==> src/rtl/gmii_tx_framer.sv <==
// GMII transmit framer: wraps an upstream byte stream with preamble/SFD,
// pads short frames, appends the IEEE 802.3 CRC-32 FCS and holds off for the IFG.
module gmii_tx_framer #(
  parameter int PREAMBLE_LEN = 7,
  parameter int MIN_FRAME    = 60,
  parameter int IFG_LEN      = 12
) (
  input  logic        gtx_clk,
  input  logic        sys_rst,
  input  logic        in_valid,
  input  logic [7:0]  in_data,
  input  logic        in_last,
  output logic        in_ready,
  output logic        tx_en,
  output logic [7:0]  txd,
  output logic        busy,
  output logic        underrun,
  output logic [15:0] frame_cnt
);

  typedef enum logic [2:0] {
    S_IDLE, S_PRE, S_SFD, S_DATA, S_PAD, S_FCS, S_IFG
  } state_t;

  localparam logic [15:0] MIN_W = 16'(MIN_FRAME);
  localparam logic [7:0]  PRE_W = 8'(PREAMBLE_LEN);
  localparam logic [7:0]  IFG_W = 8'(IFG_LEN);

  state_t      state;
  logic [31:0] crc;
  logic [15:0] byte_cnt;
  logic [7:0]  cyc_cnt;
  logic        bad;

  function automatic logic [31:0] crc_byte(input logic [31:0] c, input logic [7:0] d);
    logic [31:0] r;
    r = c ^ {24'd0, d};
    for (int b = 0; b < 8; b++) begin
      r = r[0] ? ((r >> 1) ^ 32'hEDB8_8320) : (r >> 1);
    end
    return r;
  endfunction

  function automatic logic [15:0] sat_inc(input logic [15:0] v);
    return (v == 16'hFFFF) ? v : v + 16'd1;
  endfunction

  // A bad frame sends the raw remainder so the receiver's FCS check fails.
  function automatic logic [7:0] fcs_byte(input logic [31:0] c, input logic is_bad,
                                          input logic [1:0] idx);
    logic [31:0] f;
    f = is_bad ? c : ~c;
    f = f >> {idx, 3'b000};
    return f[7:0];
  endfunction

  always_ff @(posedge gtx_clk) begin
    if (sys_rst) begin
      state     <= S_IDLE;
      tx_en     <= 1'b0;
      txd       <= 8'h00;
      in_ready  <= 1'b0;
      busy      <= 1'b0;
      underrun  <= 1'b0;
      frame_cnt <= 16'd0;
      crc       <= 32'hFFFF_FFFF;
      byte_cnt  <= 16'd0;
      cyc_cnt   <= 8'd0;
      bad       <= 1'b0;
    end else begin
      underrun <= 1'b0;
      case (state)
        S_IDLE: begin
          if (in_valid) begin
            state   <= S_PRE;
            tx_en   <= 1'b1;
            txd     <= 8'h55;
            busy    <= 1'b1;
            cyc_cnt <= 8'd1;
          end
        end
        S_PRE: begin
          if (cyc_cnt == PRE_W) begin
            state    <= S_SFD;
            txd      <= 8'hD5;
            in_ready <= 1'b1;
            crc      <= 32'hFFFF_FFFF;
            byte_cnt <= 16'd0;
            bad      <= 1'b0;
          end else begin
            cyc_cnt <= cyc_cnt + 8'd1;
          end
        end
        // While in_ready is high a byte (or an underrun filler) is taken every
        // cycle; once it drops, the shared tail decides between PAD and FCS.
        S_SFD, S_DATA, S_PAD: begin
          if (in_ready) begin
            state    <= S_DATA;
            byte_cnt <= sat_inc(byte_cnt);
            if (in_valid) begin
              txd      <= in_data;
              crc      <= crc_byte(crc, in_data);
              in_ready <= ~in_last;
            end else begin
              txd      <= 8'h00;
              crc      <= crc_byte(crc, 8'h00);
              in_ready <= 1'b0;
              underrun <= 1'b1;
              bad      <= 1'b1;
            end
          end else if (byte_cnt < MIN_W) begin
            state    <= S_PAD;
            txd      <= 8'h00;
            crc      <= crc_byte(crc, 8'h00);
            byte_cnt <= sat_inc(byte_cnt);
          end else begin
            state   <= S_FCS;
            txd     <= fcs_byte(crc, bad, 2'd0);
            cyc_cnt <= 8'd1;
          end
        end
        S_FCS: begin
          if (cyc_cnt == 8'd4) begin
            state   <= S_IFG;
            tx_en   <= 1'b0;
            txd     <= 8'h00;
            cyc_cnt <= 8'd1;
            if (!bad) frame_cnt <= frame_cnt + 16'd1;
          end else begin
            txd     <= fcs_byte(crc, bad, cyc_cnt[1:0]);
            cyc_cnt <= cyc_cnt + 8'd1;
          end
        end
        S_IFG: begin
          if (cyc_cnt == IFG_W) begin
            if (in_valid) begin
              state   <= S_PRE;
              tx_en   <= 1'b1;
              txd     <= 8'h55;
              cyc_cnt <= 8'd1;
            end else begin
              state <= S_IDLE;
              busy  <= 1'b0;
            end
          end else begin
            cyc_cnt <= cyc_cnt + 8'd1;
          end
        end
        default: state <= S_IDLE;
      endcase
    end
  end

endmodule

==> config.mk <==
export PLATFORM = sky130hd
export DESIGN_NAME = gmii_tx_framer
export DESIGN_NICKNAME = d
export VERILOG_FILES = /design/src/rtl/gmii_tx_framer.sv
export SDC_FILE = /design/constraint.sdc
export NUM_CORES = 1
export LEC_CHECK = 0
export CAP_MARGIN = 20
export CORE_UTILIZATION = 60
export DETAILED_ROUTE_END_ITERATION = 10
export MAX_ROUTING_LAYER = met4
export PLACE_DENSITY = 0.81
export SYNTH_ARGS = -nofsm -noshare
export SYNTH_HDL_FRONTEND = slang
export SYNTH_SLANG_ARGS = --single-unit
==> constraint.sdc <==
create_clock -name gtx_clk -period 3.3 [get_ports gtx_clk]
set_input_delay 0.66 -clock gtx_clk [delete_from_list [all_inputs] [get_ports gtx_clk]]
set_output_delay 0.66 -clock gtx_clk [all_outputs]
set_load 0.02 [all_outputs]
==> metrics.txt <==
Post-Synth Adder-Cell Area=0.833%; initial drt markers=550; clock share of power=27.9%; Post-CTS Setup Inserts=0; Setup CP Type=in2reg; Synth cell types=69; CP arrival=3.17 ns; R2R depth=6; Int Pwr=1.86 mW; initial core utilization=61.8%; nature of the critical path endpoint=register; Reg2Reg Setup Slack=0.41 ns; XOR/XNOR share of the synthesized area=23.8%; hold slack final=0.499 ns; vias in the first global route=5427; Final Routed Wirelength=17100 um; hold path endpoint=byte_cnt[1]; Via density=6.43; hold path depth=2; Pins Over Slew Limit=0; Tmin final=2.93 ns; first-pass GRT wire length=27400 um; share of the synthesized area in the top cell type=29.3%; Synth Instances=725; clk sinks=88; Synth Area in Simple Gates=20.8%; slowest stage delay, CP=0.74 ns; WL/cell=19.2 um; Final WS setup=0.372 ns; core area=0.00973 mm2; Antenna Diode Count=0; CTS max path bufs=2; antenna viol nets, final=0; Port Buffers=39; CTS root buffer=clkbuf_8; Synth Cell Area=0.00601 mm2; Peak VDD IR=203 uV; Residual DRC=0; dpl ws=0.171 ns; Crit-path slowest cell=clkdlybuf4s50_1; nets=770; RSZ-0062 raised after global routing=false; largest family of logic cells by synthesized area=XOR/XNOR gates; GR Util All Layers=35.2%; outcome=completed; I/O Pins=40; PD cells=401 mW/mm2; YS warnings=0; top cells by area, synth=dfxtp_1, xnor2_1, xor2_1; H-Tree Depth=3; Area Overhead vs Synth=12.9%; most common cell in the netlist=xnor2_1; largest net degree at the start of global routing=41; routed via count=5726; number of max-cap violations=0; Async SR Flop Fraction=0%; Hold Violations, Final=0; final period utilization=88.7%; Clock Pin Slew Worst Setup and Hold Paths=0.09 ns; Worst Path Required=3.54 ns; synth cell count leaders=xnor2_1, dfxtp_1, nor2_1; hold_buf cts=0; post-route cell area=0.00678 mm2; Sw Share=31.6%; layout cells sized above 1=9.11%; Sequential Power Share=42.5%; die height=102 um; die width=102 um; die area=0.0104 mm2; Rows=36; post-DP HPWL=12300 um; mux share of post-synthesis cell area=3.71%; number of synthesized register bits=88; prevailing post-synth register cell=dfxtp_1; grt total ovfl=0; Seq/Total Area, Yosys=29.3%; router iterations before antenna repair=6; post-CTS sizing=0; min-delay src=byte_cnt[1]; worst path cell trace=clkdlybuf4s50_1 -> xnor2_1 -> xnor2_1 -> xor3_1 -> a21oi_1 -> or4_1 -> o311a_1; initial antenna violation count=0; relative slew slack=48.0%; Max Fclk=342 MHz; CP Launch Type=input port; endpoints failing setup=0; CTS tree=done; post-synth top area cell=dfxtp_1; most used cell, CP=xnor2_1; clock latency on the worst-skew pair=0.37 ns; Num CTS Buffers=9; Worst R2R Start=cyc_cnt[6]; reg2reg end=byte_cnt[5]; placed cell area=0.00659 mm2; worst slew pin tran=0.776 ns; Sw Pwr=0.858 mW; setup_tns=0 ns; Combinational Power Share=29.6%; number of synthesized flops with an enable pin=0; Leakage=2.30 nW; Placer Congestion=0.950; net count after synthesis=741; syn avg cell area=8.29 um2; Setup Skew=0.0132 ns; post-synthesis compound-gate area fraction=17.5%; Max FO, Critical Path=6; worst hold path class=reg2reg
sequential cells by signal (all words and copies together) (netlist names), 3 cells and up:
register,cells
txd,8
crc,32
byte_cnt,16
frame_cnt,16
cyc_cnt,8
state,3
critical path, delay by kind of cell:
| family | cells | cell delay (ns) |
|---|---|---|
| compound gates | 2 | 0.27 |
| buf+inv | 1 | 0.74 |
| xor+xnor | 3 | 1.00 |
| simple gates | 1 | 0.49 |
worst max path at each step:
stage | from | slack [ns] | cells after the start | endpoint
after floorplan | in_data[0] | 0.68 | 7 | crc[20]
after CTS | cyc_cnt[6] | 0.43 | 6 | byte_cnt[5]
final | in_data[5] | 0.37 | 7 | crc[21]
after global routing | in_data[5] | 0.28 | 7 | crc[21]
after global placement | in_data[3] | 0.31 | 7 | crc[20]
after detailed placement | in_data[5] | 0.17 | 7 | crc[21]
area by class of cell:
class	count	area, um2
flip-flops and latches	88	1760
clock buffers	11	151
clock inverters	3	42.5
well taps	133	166
fillers	797	2950
multi-input cells	574	4010
inverters	12	45.0
repair buffers	69	611
cells by family (layout without fill, tap and decap cells):
family          after synthesis  after routing
simple gates                254            254
compound gates              155            155
xor+xnor                    149            149
flops                        88             88
buf+inv                      63             95
mux                          12             12
fa+ha+maj                     4              4
layer usage:
| layer | global-route usage, % | wire length [um] |
|---|---|---|
| met4 | 15.8 | 587 |
| met3 | 5.54 | 1650 |
| met5 | - | 0 |
| met2 | 56.8 | 7920 |
| met1 | 43.4 | 6970 |
power groups by stage:
stage                     logic (mW)  clock network [mW]  registers, mW
after global placement         0.767                   0           1.18
after global routing           0.862               0.806           1.16
after detailed placement       0.782                   0           1.18
after CTS                      0.792               0.765           1.15
final                          0.805               0.758           1.16
after floorplan                0.595                   0           1.16
cell usage in the layout, fill, tap and decap left out, types with 5 or more instances in the layout:
cell type / instances
and3_1: 5
a22o_1: 7
nor4_1: 13
nor3_1: 14
a21oi_1: 29
nor2_1: 72
and2_1: 5
buf_4: 30
o22ai_1: 5
or3_1: 5
clkbuf_8: 11
o21ai_0: 33
nand3_1: 25
dfxtp_1: 88
xnor2_1: 99
xnor3_1: 7
a211oi_1: 6
inv_1: 10
nand2_1: 70
xor2_1: 40
a31oi_1: 10
o211ai_1: 9
clkdlybuf4s50_1: 38
or4_1: 9
o221ai_1: 9
mux4_2: 8
nand4_1: 12
o31ai_1: 7
per-stage QoR:
stage	power, mW	cells	utilization (%)
2_1_floorplan	1.76	725	-
3_3_place_gp	1.94	876	67.7
3_5_place_dp	1.96	876	67.7
4_1_cts	2.71	890	69.7
5_1_grt	2.83	890	69.7
6_report	2.72	890	69.7
Note: power is estimated with default switching activity, not from simulation.
